==> src/rtl/iitb_pkg.sv <==
// Shared IITB-RISC definitions: opcodes, field widths and RR-stage FSM states.
package iitb_pkg;

  localparam logic [3:0] OP_NOP = 4'b1111;
  localparam logic [3:0] OP_LM  = 4'b0110;
  localparam logic [3:0] OP_SM  = 4'b0111;

  localparam int REG_IDX_W = 3;
  localparam int IMM_W     = 9;
  localparam int PC_W      = 16;

  typedef enum logic {
    ST_IDLE  = 1'b0,
    ST_MULTI = 1'b1
  } rr_state_t;

endpackage

==> src/rtl/id_rr_pipe_reg_if.sv <==
// Decode-side fields into the ID/RR register and the registered RR-side fields out of it.
interface id_rr_pipe_reg_if;
  import iitb_pkg::*;

  logic                 dec_valid;
  logic [3:0]           dec_op;
  logic [REG_IDX_W-1:0] dec_src1;
  logic [REG_IDX_W-1:0] dec_src2;
  logic [REG_IDX_W-1:0] dec_dest;
  logic [IMM_W-1:0]     dec_imm;
  logic [PC_W-1:0]      dec_pc;

  logic                 rr_valid;
  logic [3:0]           rr_op;
  logic [REG_IDX_W-1:0] rr_src1;
  logic [REG_IDX_W-1:0] rr_src2;
  logic [REG_IDX_W-1:0] rr_dest;
  logic [IMM_W-1:0]     rr_imm;
  logic [PC_W-1:0]      rr_pc;
  logic                 decode_hold;

  modport master (
    output dec_valid, dec_op, dec_src1, dec_src2, dec_dest, dec_imm, dec_pc,
    input  rr_valid, rr_op, rr_src1, rr_src2, rr_dest, rr_imm, rr_pc, decode_hold
  );

  modport slave (
    input  dec_valid, dec_op, dec_src1, dec_src2, dec_dest, dec_imm, dec_pc,
    output rr_valid, rr_op, rr_src1, rr_src2, rr_dest, rr_imm, rr_pc, decode_hold
  );

endinterface

==> src/rtl/lsb_priority_enc.sv <==
// Finds the lowest set bit of an 8-bit register mask and flags when it is the only one.
module lsb_priority_enc (
  input  logic [7:0] mask,
  output logic [2:0] idx,
  output logic       one_hot_last
);

  always_comb begin
    idx = 3'd0;
    for (int i = 7; i >= 0; i--) begin
      if (mask[i]) idx = 3'(i);
    end
  end

  assign one_hot_last = (mask != 8'd0) && ((mask & (mask - 8'd1)) == 8'd0);

endmodule

==> src/rtl/id_rr_pipe_reg.sv <==
// ID->RR pipeline register: bubbles on stall/flush, expands LM/SM into per-register micro-ops.
module id_rr_pipe_reg
  import iitb_pkg::*;
#(
  parameter int STALL_CNT_W = 16
) (
  input  logic                   clk,
  input  logic                   reset_n,
  id_rr_pipe_reg_if.slave        bus,
  input  logic                   should_stall,
  input  logic                   flush,
  output logic [STALL_CNT_W-1:0] stall_count
);

  rr_state_t            state_q, state_d;
  logic [7:0]           rem_q, rem_d;
  logic [2:0]           off_q, off_d;
  logic                 valid_q, valid_d;
  logic [3:0]           op_q, op_d;
  logic [REG_IDX_W-1:0] src1_q, src1_d, src2_q, src2_d, dest_q, dest_d;
  logic [IMM_W-1:0]     imm_q, imm_d;
  logic [PC_W-1:0]      pc_q, pc_d;
  logic [STALL_CNT_W-1:0] cnt_q, cnt_d;
  logic                 hold;

  logic [7:0] sel_mask;
  logic [2:0] enc_idx;
  logic       enc_last;
  logic       dec_is_lmsm;

  assign dec_is_lmsm = (bus.dec_op == OP_LM) || (bus.dec_op == OP_SM);
  assign sel_mask    = (state_q == ST_MULTI) ? rem_q : bus.dec_imm[7:0];

  lsb_priority_enc u_enc (
    .mask         (sel_mask),
    .idx          (enc_idx),
    .one_hot_last (enc_last)
  );

  // Priority: flush, then stall, then LM/SM sequencing, then plain capture.
  always_comb begin
    state_d = state_q;
    rem_d   = rem_q;
    off_d   = off_q;
    valid_d = valid_q;
    op_d    = op_q;
    src1_d  = src1_q;
    src2_d  = src2_q;
    dest_d  = dest_q;
    imm_d   = imm_q;
    pc_d    = pc_q;
    cnt_d   = cnt_q;
    hold    = 1'b0;

    if (flush) begin
      valid_d = 1'b0;
      state_d = ST_IDLE;
      rem_d   = 8'd0;
      off_d   = 3'd0;
    end else if (should_stall) begin
      valid_d = 1'b0;
      hold    = 1'b1;
      if (cnt_q != '1) cnt_d = cnt_q + STALL_CNT_W'(1);
    end else if (state_q == ST_MULTI) begin
      valid_d = 1'b1;
      imm_d   = IMM_W'(off_q);
      if (op_q == OP_LM) dest_d = enc_idx;
      else               src2_d = enc_idx;
      rem_d = rem_q & ~(8'd1 << enc_idx);
      off_d = off_q + 3'd1;
      if (enc_last) begin
        state_d = ST_IDLE;
        off_d   = 3'd0;
      end else begin
        hold = 1'b1;
      end
    end else if (bus.dec_valid && dec_is_lmsm) begin
      if (bus.dec_imm[7:0] == 8'd0) begin
        valid_d = 1'b0;
      end else begin
        valid_d = 1'b1;
        op_d    = bus.dec_op;
        src1_d  = bus.dec_src1;
        src2_d  = bus.dec_src2;
        dest_d  = bus.dec_dest;
        pc_d    = bus.dec_pc;
        imm_d   = '0;
        if (bus.dec_op == OP_LM) dest_d = enc_idx;
        else                     src2_d = enc_idx;
        if (!enc_last) begin
          state_d = ST_MULTI;
          rem_d   = bus.dec_imm[7:0] & ~(8'd1 << enc_idx);
          off_d   = 3'd1;
          hold    = 1'b1;
        end
      end
    end else begin
      valid_d = bus.dec_valid;
      op_d    = bus.dec_op;
      src1_d  = bus.dec_src1;
      src2_d  = bus.dec_src2;
      dest_d  = bus.dec_dest;
      imm_d   = bus.dec_imm;
      pc_d    = bus.dec_pc;
    end
  end

  always_ff @(posedge clk or negedge reset_n) begin
    if (!reset_n) begin
      state_q <= ST_IDLE;
      rem_q   <= 8'd0;
      off_q   <= 3'd0;
      valid_q <= 1'b0;
      op_q    <= '0;
      src1_q  <= '0;
      src2_q  <= '0;
      dest_q  <= '0;
      imm_q   <= '0;
      pc_q    <= '0;
      cnt_q   <= '0;
    end else begin
      state_q <= state_d;
      rem_q   <= rem_d;
      off_q   <= off_d;
      valid_q <= valid_d;
      op_q    <= op_d;
      src1_q  <= src1_d;
      src2_q  <= src2_d;
      dest_q  <= dest_d;
      imm_q   <= imm_d;
      pc_q    <= pc_d;
      cnt_q   <= cnt_d;
    end
  end

  assign bus.rr_valid    = valid_q;
  assign bus.rr_op       = op_q;
  assign bus.rr_src1     = src1_q;
  assign bus.rr_src2     = src2_q;
  assign bus.rr_dest     = dest_q;
  assign bus.rr_imm      = imm_q;
  assign bus.rr_pc       = pc_q;
  assign bus.decode_hold = hold & reset_n;
  assign stall_count     = cnt_q;

endmodule

==> src/flat_wrapper.sv <==
// flat-port wrapper written by rule: the top's interface ports become plain ports
module id_rr_pipe_reg_flat import iitb_pkg::*;
#(
  parameter int STALL_CNT_W = 16
)
  (clk, reset_n, should_stall, flush, stall_count, bus_dec_valid, bus_dec_op, bus_dec_src1, bus_dec_src2, bus_dec_dest, bus_dec_imm, bus_dec_pc, bus_rr_valid, bus_rr_op, bus_rr_src1, bus_rr_src2, bus_rr_dest, bus_rr_imm, bus_rr_pc, bus_decode_hold);
  id_rr_pipe_reg_if bus_i ();
  input  logic clk;
  input  logic reset_n;
  input  logic should_stall;
  input  logic flush;
  output logic [STALL_CNT_W-1:0] stall_count;
  input wire logic [$bits(bus_i.dec_valid)-1:0] bus_dec_valid;
  input wire logic [$bits(bus_i.dec_op)-1:0] bus_dec_op;
  input wire logic [$bits(bus_i.dec_src1)-1:0] bus_dec_src1;
  input wire logic [$bits(bus_i.dec_src2)-1:0] bus_dec_src2;
  input wire logic [$bits(bus_i.dec_dest)-1:0] bus_dec_dest;
  input wire logic [$bits(bus_i.dec_imm)-1:0] bus_dec_imm;
  input wire logic [$bits(bus_i.dec_pc)-1:0] bus_dec_pc;
  output wire logic [$bits(bus_i.rr_valid)-1:0] bus_rr_valid;
  output wire logic [$bits(bus_i.rr_op)-1:0] bus_rr_op;
  output wire logic [$bits(bus_i.rr_src1)-1:0] bus_rr_src1;
  output wire logic [$bits(bus_i.rr_src2)-1:0] bus_rr_src2;
  output wire logic [$bits(bus_i.rr_dest)-1:0] bus_rr_dest;
  output wire logic [$bits(bus_i.rr_imm)-1:0] bus_rr_imm;
  output wire logic [$bits(bus_i.rr_pc)-1:0] bus_rr_pc;
  output wire logic [$bits(bus_i.decode_hold)-1:0] bus_decode_hold;
  assign bus_i.dec_valid = bus_dec_valid;
  assign bus_i.dec_op = bus_dec_op;
  assign bus_i.dec_src1 = bus_dec_src1;
  assign bus_i.dec_src2 = bus_dec_src2;
  assign bus_i.dec_dest = bus_dec_dest;
  assign bus_i.dec_imm = bus_dec_imm;
  assign bus_i.dec_pc = bus_dec_pc;
  assign bus_rr_valid = bus_i.rr_valid;
  assign bus_rr_op = bus_i.rr_op;
  assign bus_rr_src1 = bus_i.rr_src1;
  assign bus_rr_src2 = bus_i.rr_src2;
  assign bus_rr_dest = bus_i.rr_dest;
  assign bus_rr_imm = bus_i.rr_imm;
  assign bus_rr_pc = bus_i.rr_pc;
  assign bus_decode_hold = bus_i.decode_hold;
  id_rr_pipe_reg #(.STALL_CNT_W(STALL_CNT_W)) u_core (.clk(clk), .reset_n(reset_n), .bus(bus_i), .should_stall(should_stall), .flush(flush), .stall_count(stall_count));
endmodule
==> config.mk <==
export PLATFORM = sky130hd
export DESIGN_NAME = id_rr_pipe_reg_flat
export DESIGN_NICKNAME = d
export VERILOG_FILES = /design/src/rtl/iitb_pkg.sv /design/src/rtl/id_rr_pipe_reg_if.sv /design/src/rtl/lsb_priority_enc.sv /design/src/rtl/id_rr_pipe_reg.sv /design/src/flat_wrapper.sv
export SDC_FILE = /design/constraint.sdc
export NUM_CORES = 1
export LEC_CHECK = 0
export CORE_UTILIZATION = 43
export DETAILED_ROUTE_END_ITERATION = 10
export PLACE_DENSITY_LB_ADDON = 0.05
export SLEW_MARGIN = 10
export SYNTH_ARGS = -nofsm -noshare
export SYNTH_HDL_FRONTEND = slang
export SYNTH_SLANG_ARGS = --single-unit
==> constraint.sdc <==
create_clock -name clk -period 2.25 [get_ports clk]
set_input_delay 0.225 -clock clk [delete_from_list [all_inputs] [get_ports clk]]
set_output_delay 0.225 -clock clk [all_outputs]
set_load 0.01 [all_outputs]
==> flow_metrics.env, run 1 <==
export IMPL_ys_flop_type="dfrtp_1"
export IMPL_finClkSkew_ns=0.0120
export IMPL_violations="setup timing"
export IMPL_crit_arrival_ns=2.35
export IMPL_r2r_cells=11
export IMPL_final_core_util_pct=73.5
export IMPL_clkLatencyLatePin_ns=0.35
export IMPL_cts_clk_slew_worst_paths_ns=0.08
export IMPL_highest_layer="met4"
export IMPL_antenna_found_initial=0
export IMPL_rr_startpoint="u_core.state_q"
export IMPL_r2r_end="u_core.rem_q[4]"
export IMPL_mostFrequentLayoutCell="clkdlybuf4s50_1"
export IMPL_die_area_um2=8210
export IMPL_ant_nets=0
export IMPL_cts_inserted_buffers=9
export IMPL_criticalPathCategory="reg -> out"
export IMPL_dp_slack_ns=-0.652
export IMPL_wl_met3_um=541
export IMPL_cts_sinks=67
export IMPL_report_power_total_mw=3.68
export IMPL_die_w_um=90.6
export IMPL_power_density_nw_per_um2=676
export IMPL_wl_per_cell_um=15.5
export IMPL_grt_usage_pct=22.8
export IMPL_synth_net_count=358
export IMPL_finalNonFillerCells=591
export IMPL_max_stage_delay_ns=0.47
export IMPL_ir_drop_mv=0.601
export IMPL_drtIter0Drc=138
export IMPL_cts_tree="built"
export IMPL_clk_path_buf_depth=2
export IMPL_cap_violations=0
export IMPL_syn_area_per_cell_um2=10.8
export IMPL_fin_nets=532
export IMPL_crit_start="u_core.state_q"
export IMPL_critPathMaxFanout=7
export IMPL_syn_to_final_growth_pct=61.3
export IMPL_hold_viol=0
export IMPL_leakagePower_nw=2.38
export IMPL_start_kind="flip-flop"
export IMPL_grt_first_pass_wirelength_mm=14.7
export IMPL_required_ns=2.03
export IMPL_postCtsHoldBufs=0
export IMPL_status="finished, violations left"
export IMPL_path_cells="or3b_4 -> a21oi_4 -> buf_6 -> and3_4 -> a31oi_4 -> a21bo_2 -> a21oi_2 -> nor3b_2 -> buf_2"
export IMPL_wl_met2_mm=4.47
export IMPL_async_flop_share_pct=100
export IMPL_cp_end_kind="output pin"
export IMPL_coreArea_um2=7410
export IMPL_ys_seq_elements=67
export IMPL_root_buffer="clkbuf_8"
export IMPL_final_layout_size_suffix_gt1_share_pct=33.5
export IMPL_io_buffers=98
export IMPL_grt_max_degree=68
export IMPL_hpwlAfterDp_mm=6.61
export IMPL_grt_pass1_vias=3148
export IMPL_h_tree_depth=3
export IMPL_row_count=31
export IMPL_yosys_warnings=0
export IMPL_synth_seq_area_share_pct=49.6
export IMPL_period_minus_slack_ns=2.58
export IMPL_n_fill_cell=542
export IMPL_placedCellCount=562
export IMPL_worst_slew_pin_slew_ns=0.835
export IMPL_mostFrequentLayoutCells="clkdlybuf4s50_1, dfrtp_1, buf_4, nand2_1, mux2_2"
export IMPL_firstDrtPassIters=4
export IMPL_synth_cell_types=59
export IMPL_grt_overflow=0
export IMPL_finalMaxSlewViolations=0
export IMPL_syn_inst=313
export IMPL_vias=3035
export IMPL_crit_path_top_delay_cell="dfrtp_2"
export IMPL_initial_utilization_pct=45.6
export IMPL_setup_viol=13
export IMPL_antenna_cells=0
export IMPL_via_per_inst=5.14
export IMPL_wl_met1_mm=3.96
export IMPL_fmax_mhz=388
export IMPL_design_area_um2=5450
export IMPL_dpl_cell_area_um2=4910
export IMPL_hp_class="in -> async"
export IMPL_fin_ws_ns=-0.329
export IMPL_synth_edff_count=0
export IMPL_drcViolationCount=0
export IMPL_place_congestion=0.879
export IMPL_wirelength_mm=9.16
export IMPL_pin_count=99
export IMPL_synth_area_um2=3380
export IMPL_slew_headroom_pct=44.3
export IMPL_die_y_um=90.6
export IMPL_rsz0062_at_grt="true"
export IMPL_ff2ff_setup_slack_ns=-0.24
export IMPL_finalCritPeriodShare_pct=115
## stage by stage
step | TNS, ns | hold WS, ns
after floorplan | 0 | -0.0706
after global placement | -5.19 | 0.463
after detailed placement | -5.19 | 0.471
after CTS | -0.905 | 0.155
after global routing | -3.55 | 0.195
final | -2.43 | 0.119
## synth_stat cells (all sizes together) (4+ instances only)
master | number | area, µm²
nand4 | 4 | 25.0
nor2 | 25 | 93.8
nor3b | 4 | 52.6
nand3 | 7 | 35.0
and3 | 6 | 37.5
a21oi | 22 | 136
mux2i | 11 | 114
xor2 | 6 | 52.6
xnor2 | 9 | 78.8
mux2 | 28 | 315
nand2 | 37 | 139
dfrtp | 67 | 1680
clkbuf | 8 | 30.0
o21ai | 15 | 78.8
buf | 4 | 31.3
inv | 4 | 15.0
nor3 | 9 | 61.3
## flip-flops by register name, indices dropped and copies added, names as in the netlist
signal	flops
u_core.bus.rr_pc	16
u_core.stall_count	16
u_core.bus.rr_imm	9
u_core.rem_q	8
u_core.bus.rr_op	4
u_core.bus.rr_dest	3
u_core.bus.rr_src1	3
u_core.bus.rr_src2	3
u_core.off_q	3
u_core.bus.rr_valid	1
u_core.state_q	1
## timing repair
item,CTS,global route
resized for setup,30,19
setup buffers,5,9
pin swaps,18,14
gates cloned,0,1
endpoints found under the setup margin,14,18
hold endpoints to repair,0,0
## worst max path at each step
stage	endpoint	slack [ns]	cells after the start
5_1_grt	bus_decode_hold	-0.41	9
4_1_cts	bus_decode_hold	-0.36	9
3_5_place_dp	bus_decode_hold	-0.65	9
2_1_floorplan	bus_decode_hold	0.03	7
6_report	bus_decode_hold	-0.33	9
3_3_place_gp	bus_decode_hold	-0.62	9
## where the power goes
group          internal (mW)  leakage, nW  switching, mW
logic                  0.591         1.43          0.407
clock network          0.643        0.113          0.528
registers               1.37        0.840          0.141
total                   2.60         2.38           1.08
## per-layer routing
layer  track usage [%]  vias up
met2              37.8       90
met4              8.60        0
met3              5.56       18
li1                  -     1471
met1              28.9     1456
met5                 0        -
## critical path, delay by kind of cell, from the launching register on
| family | cells | cell delay, ns |
|---|---|---|
| AO/OA/AOI/OAI | 4 | 0.59 |
| buffers and inverters | 2 | 0.26 |
| flip-flops | 1 | 0.47 |
| AND/OR/NAND/NOR | 3 | 0.69 |
## cells by family (layout without fill, tap and decap cells)
logic type,count (synthesis),count (layout),share of synthesized area (%)
and+or+nand+nor,113,113,17.7
DFF,67,67,49.6
AOI/OAI and AO/OA,61,61,13.0
muxes,39,39,12.7
buffers and inverters,16,195,2.26
xor gates and xnor gates,15,15,3.89
adders and majority gates,2,2,0.741
## cell type report
cell class	count	area, µm²	share of cell area [%]
clock inverter	7	105	1.93
clock buffer	9	124	2.27
tap	99	124	2.27
timing repair buffer	175	1620	29.7
multi-input combinational	230	1780	32.7
inverter	4	15.0	0.276
sequential	67	1680	30.8
(Power assumes the default switching activity.)
==> run 2: changes to the inputs <==
--- a/config.mk
+++ b/config.mk
@@ -5,7 +5,7 @@
 export SDC_FILE = /design/constraint.sdc
 export NUM_CORES = 1
 export LEC_CHECK = 0
-export CORE_UTILIZATION = 43
+export CORE_UTILIZATION = 48
 export DETAILED_ROUTE_END_ITERATION = 10
 export PLACE_DENSITY_LB_ADDON = 0.05
 export SLEW_MARGIN = 10
==> constraint.sdc (replaced) <==
create_clock -name clk -period 2.4 [get_ports clk]
set_input_delay 0.24 -clock clk [delete_from_list [all_inputs] [get_ports clk]]
set_output_delay 0.24 -clock clk [all_outputs]
set_load 0.01 [all_outputs]
==> run 2 against run 1 <==
  * Highest routed layer unchanged
  * Global-route usage rose by 1.9 points
  * Combinational power fell by 11%
  * Worst setup slack improved by 0.16 ns
  * Largest power group unchanged
  * First-iteration DRC count fell by 11%
  * Non-clock buffer count fell by 13
  * Sequential share of layout area rose by 1.8 points
  * Register-to-register slack improved by 0.15 ns
  * Critical path depth did not move
  * The flow still finishes with violations (setup timing)
  * Count of clock-buffer cells in the layout rose by 2
==> flow_metrics.env, run 2 (synthesized netlist as in run 1, its figures left out) <==
export IMPL_die_y_um=85.9
export IMPL_cts_sinks=67
export IMPL_cts_inserted_buffers=9
export IMPL_r2r_cells=11
export IMPL_via_per_inst=5.23
export IMPL_crit_arrival_ns=2.33
export IMPL_worst_slew_pin_slew_ns=0.837
export IMPL_finalCritPeriodShare_pct=107
export IMPL_row_count=30
export IMPL_n_fill_cell=516
export IMPL_fmax_mhz=389
export IMPL_violations="setup timing"
export IMPL_h_tree_depth=3
export IMPL_hp_class="in -> async"
export IMPL_initial_utilization_pct=49.7
export IMPL_die_w_um=85.9
export IMPL_mostFrequentLayoutCells="clkdlybuf4s50_1, dfrtp_1, buf_4, nand2_1, mux2_2"
export IMPL_drtIter0Drc=123
export IMPL_fin_ws_ns=-0.172
export IMPL_criticalPathCategory="reg -> out"
export IMPL_slew_headroom_pct=44.2
export IMPL_antenna_cells=0
export IMPL_ir_drop_mv=0.556
export IMPL_ant_nets=0
export IMPL_clk_path_buf_depth=2
export IMPL_ff2ff_setup_slack_ns=-0.09
export IMPL_drcViolationCount=0
export IMPL_grt_max_degree=68
export IMPL_mostFrequentLayoutCell="clkdlybuf4s50_1"
export IMPL_clkLatencyLatePin_ns=0.34
export IMPL_cts_tree="built"
export IMPL_setup_viol=8
export IMPL_leakagePower_nw=2.26
export IMPL_grt_usage_pct=24.7
export IMPL_report_power_total_mw=3.13
export IMPL_cap_violations=0
export IMPL_antenna_found_initial=0
export IMPL_cts_clk_slew_worst_paths_ns=0.06
export IMPL_finalMaxSlewViolations=0
export IMPL_rsz0062_at_grt="true"
export IMPL_design_area_um2=5140
export IMPL_syn_to_final_growth_pct=52.3
export IMPL_rr_startpoint="u_core.state_q"
export IMPL_grt_overflow=0
export IMPL_final_layout_size_suffix_gt1_share_pct=27.9
export IMPL_r2r_end="u_core.rem_q[4]"
export IMPL_dpl_cell_area_um2=4860
export IMPL_place_congestion=0.963
export IMPL_fin_nets=519
export IMPL_coreArea_um2=6790
export IMPL_status="finished, violations left"
export IMPL_period_minus_slack_ns=2.57
export IMPL_hpwlAfterDp_mm=6.34
export IMPL_start_kind="flip-flop"
export IMPL_critPathMaxFanout=7
export IMPL_power_density_nw_per_um2=608
export IMPL_wirelength_mm=8.70
export IMPL_wl_per_cell_um=15.2
export IMPL_firstDrtPassIters=4
export IMPL_grt_first_pass_wirelength_mm=14.0
export IMPL_cp_end_kind="output pin"
export IMPL_hold_viol=0
export IMPL_finClkSkew_ns=0.00925
export IMPL_io_buffers=98
export IMPL_required_ns=2.16
export IMPL_pin_count=99
export IMPL_die_area_um2=7370
export IMPL_grt_pass1_vias=2898
export IMPL_root_buffer="clkbuf_8"
export IMPL_vias=2996
-- run 2: routing by layer --
| layer | up-vias | routed length (µm) | share of wire, % | track usage [%] |
|---|---|---|---|---|
| li1 | 1440 | - | - | - |
| met1 | 1427 | 3810 | 44 | 32.3 |
| met2 | 110 | 4200 | 48 | 40.5 |
| met3 | 19 | 485 | 5.6 | 4.91 |
| met4 | 0 | 202 | 2.3 | 9.85 |
| met5 | - | 0 | 0 | 0 |
-- run 2: cell type report --
| type | count | area (µm²) | area share (%) |
|---|---|---|---|
| flip-flops and latches | 67 | 1680 | 32.6 |
| multi-input cells | 230 | 1660 | 32.3 |
| repair buffers | 162 | 1500 | 29.2 |
| clock buffers | 11 | 151 | 2.94 |
| well taps | 96 | 120 | 2.34 |
| clock inverters | 3 | 15.0 | 0.292 |
| inverters | 4 | 15.0 | 0.292 |
-- run 2: power by group --
| part | switching (mW) | internal [mW] | total, mW | leakage (nW) |
|---|---|---|---|---|
| Clock | 0.400 | 0.414 | 0.815 | 0.0908 |
| Combinational | 0.356 | 0.531 | 0.887 | 1.32 |
| Sequential | 0.139 | 1.29 | 1.43 | 0.840 |
-- run 2: how the worst max path moves through the flow --
stage | start | end | slack [ns] | depth (start not counted)
final | u_core.state_q | bus_decode_hold | -0.17 | 9
after global routing | u_core.state_q | bus_decode_hold | -0.25 | 9
after CTS | u_core.state_q | bus_decode_hold | -0.13 | 9
after detailed placement | bus_dec_imm[5] | bus_decode_hold | -0.42 | 9
after floorplan | u_core.state_q | bus_decode_hold | 0.16 | 7
after global placement | bus_dec_imm[5] | bus_decode_hold | -0.40 | 9
-- run 2: what timing repair did --
action,in CTS,in global routing
hold buffers,0,0
endpoints found under the setup margin,6,11
setup buffers,2,4
resized for setup,13,4
cloned,0,1
pin swaps,2,5
-- run 2: critical path, cell delays in order, from the launching register on --
cell and delay [ns]:
dfrtp_2 0.48, or3_4 0.42, a21oi_4 0.20, buf_6 0.12, and3_1 0.15, a31oi_2 0.05
a21bo_2 0.25, a21oi_2 0.13, nor3b_2 0.05, buf_2 0.15
-- run 2: through the flow --
stage          hold slack [ns]  TNS (ns)  utilization (%)  instances  setup slack (ns)
5_1_grt                  0.248     -1.30             75.7        573            -0.247
3_3_place_gp             0.463     -1.87             71.6        552            -0.397
6_report                 0.160    -0.398             75.7        573            -0.172
3_5_place_dp             0.469     -1.88             71.6        552            -0.424
2_1_floorplan          -0.0556         0                -        313             0.165
4_1_cts                  0.198    -0.133             74.7        568            -0.133
==> run 3: changes to the inputs <==
--- a/config.mk
+++ b/config.mk
@@ -8,7 +8,6 @@
 export CORE_UTILIZATION = 48
 export DETAILED_ROUTE_END_ITERATION = 10
 export PLACE_DENSITY_LB_ADDON = 0.05
-export SLEW_MARGIN = 10
 export SYNTH_ARGS = -nofsm -noshare
 export SYNTH_HDL_FRONTEND = slang
 export SYNTH_SLANG_ARGS = --single-unit
==> results of run 3 <==
Final layout, timing and power as in run 2 (identical DEF).
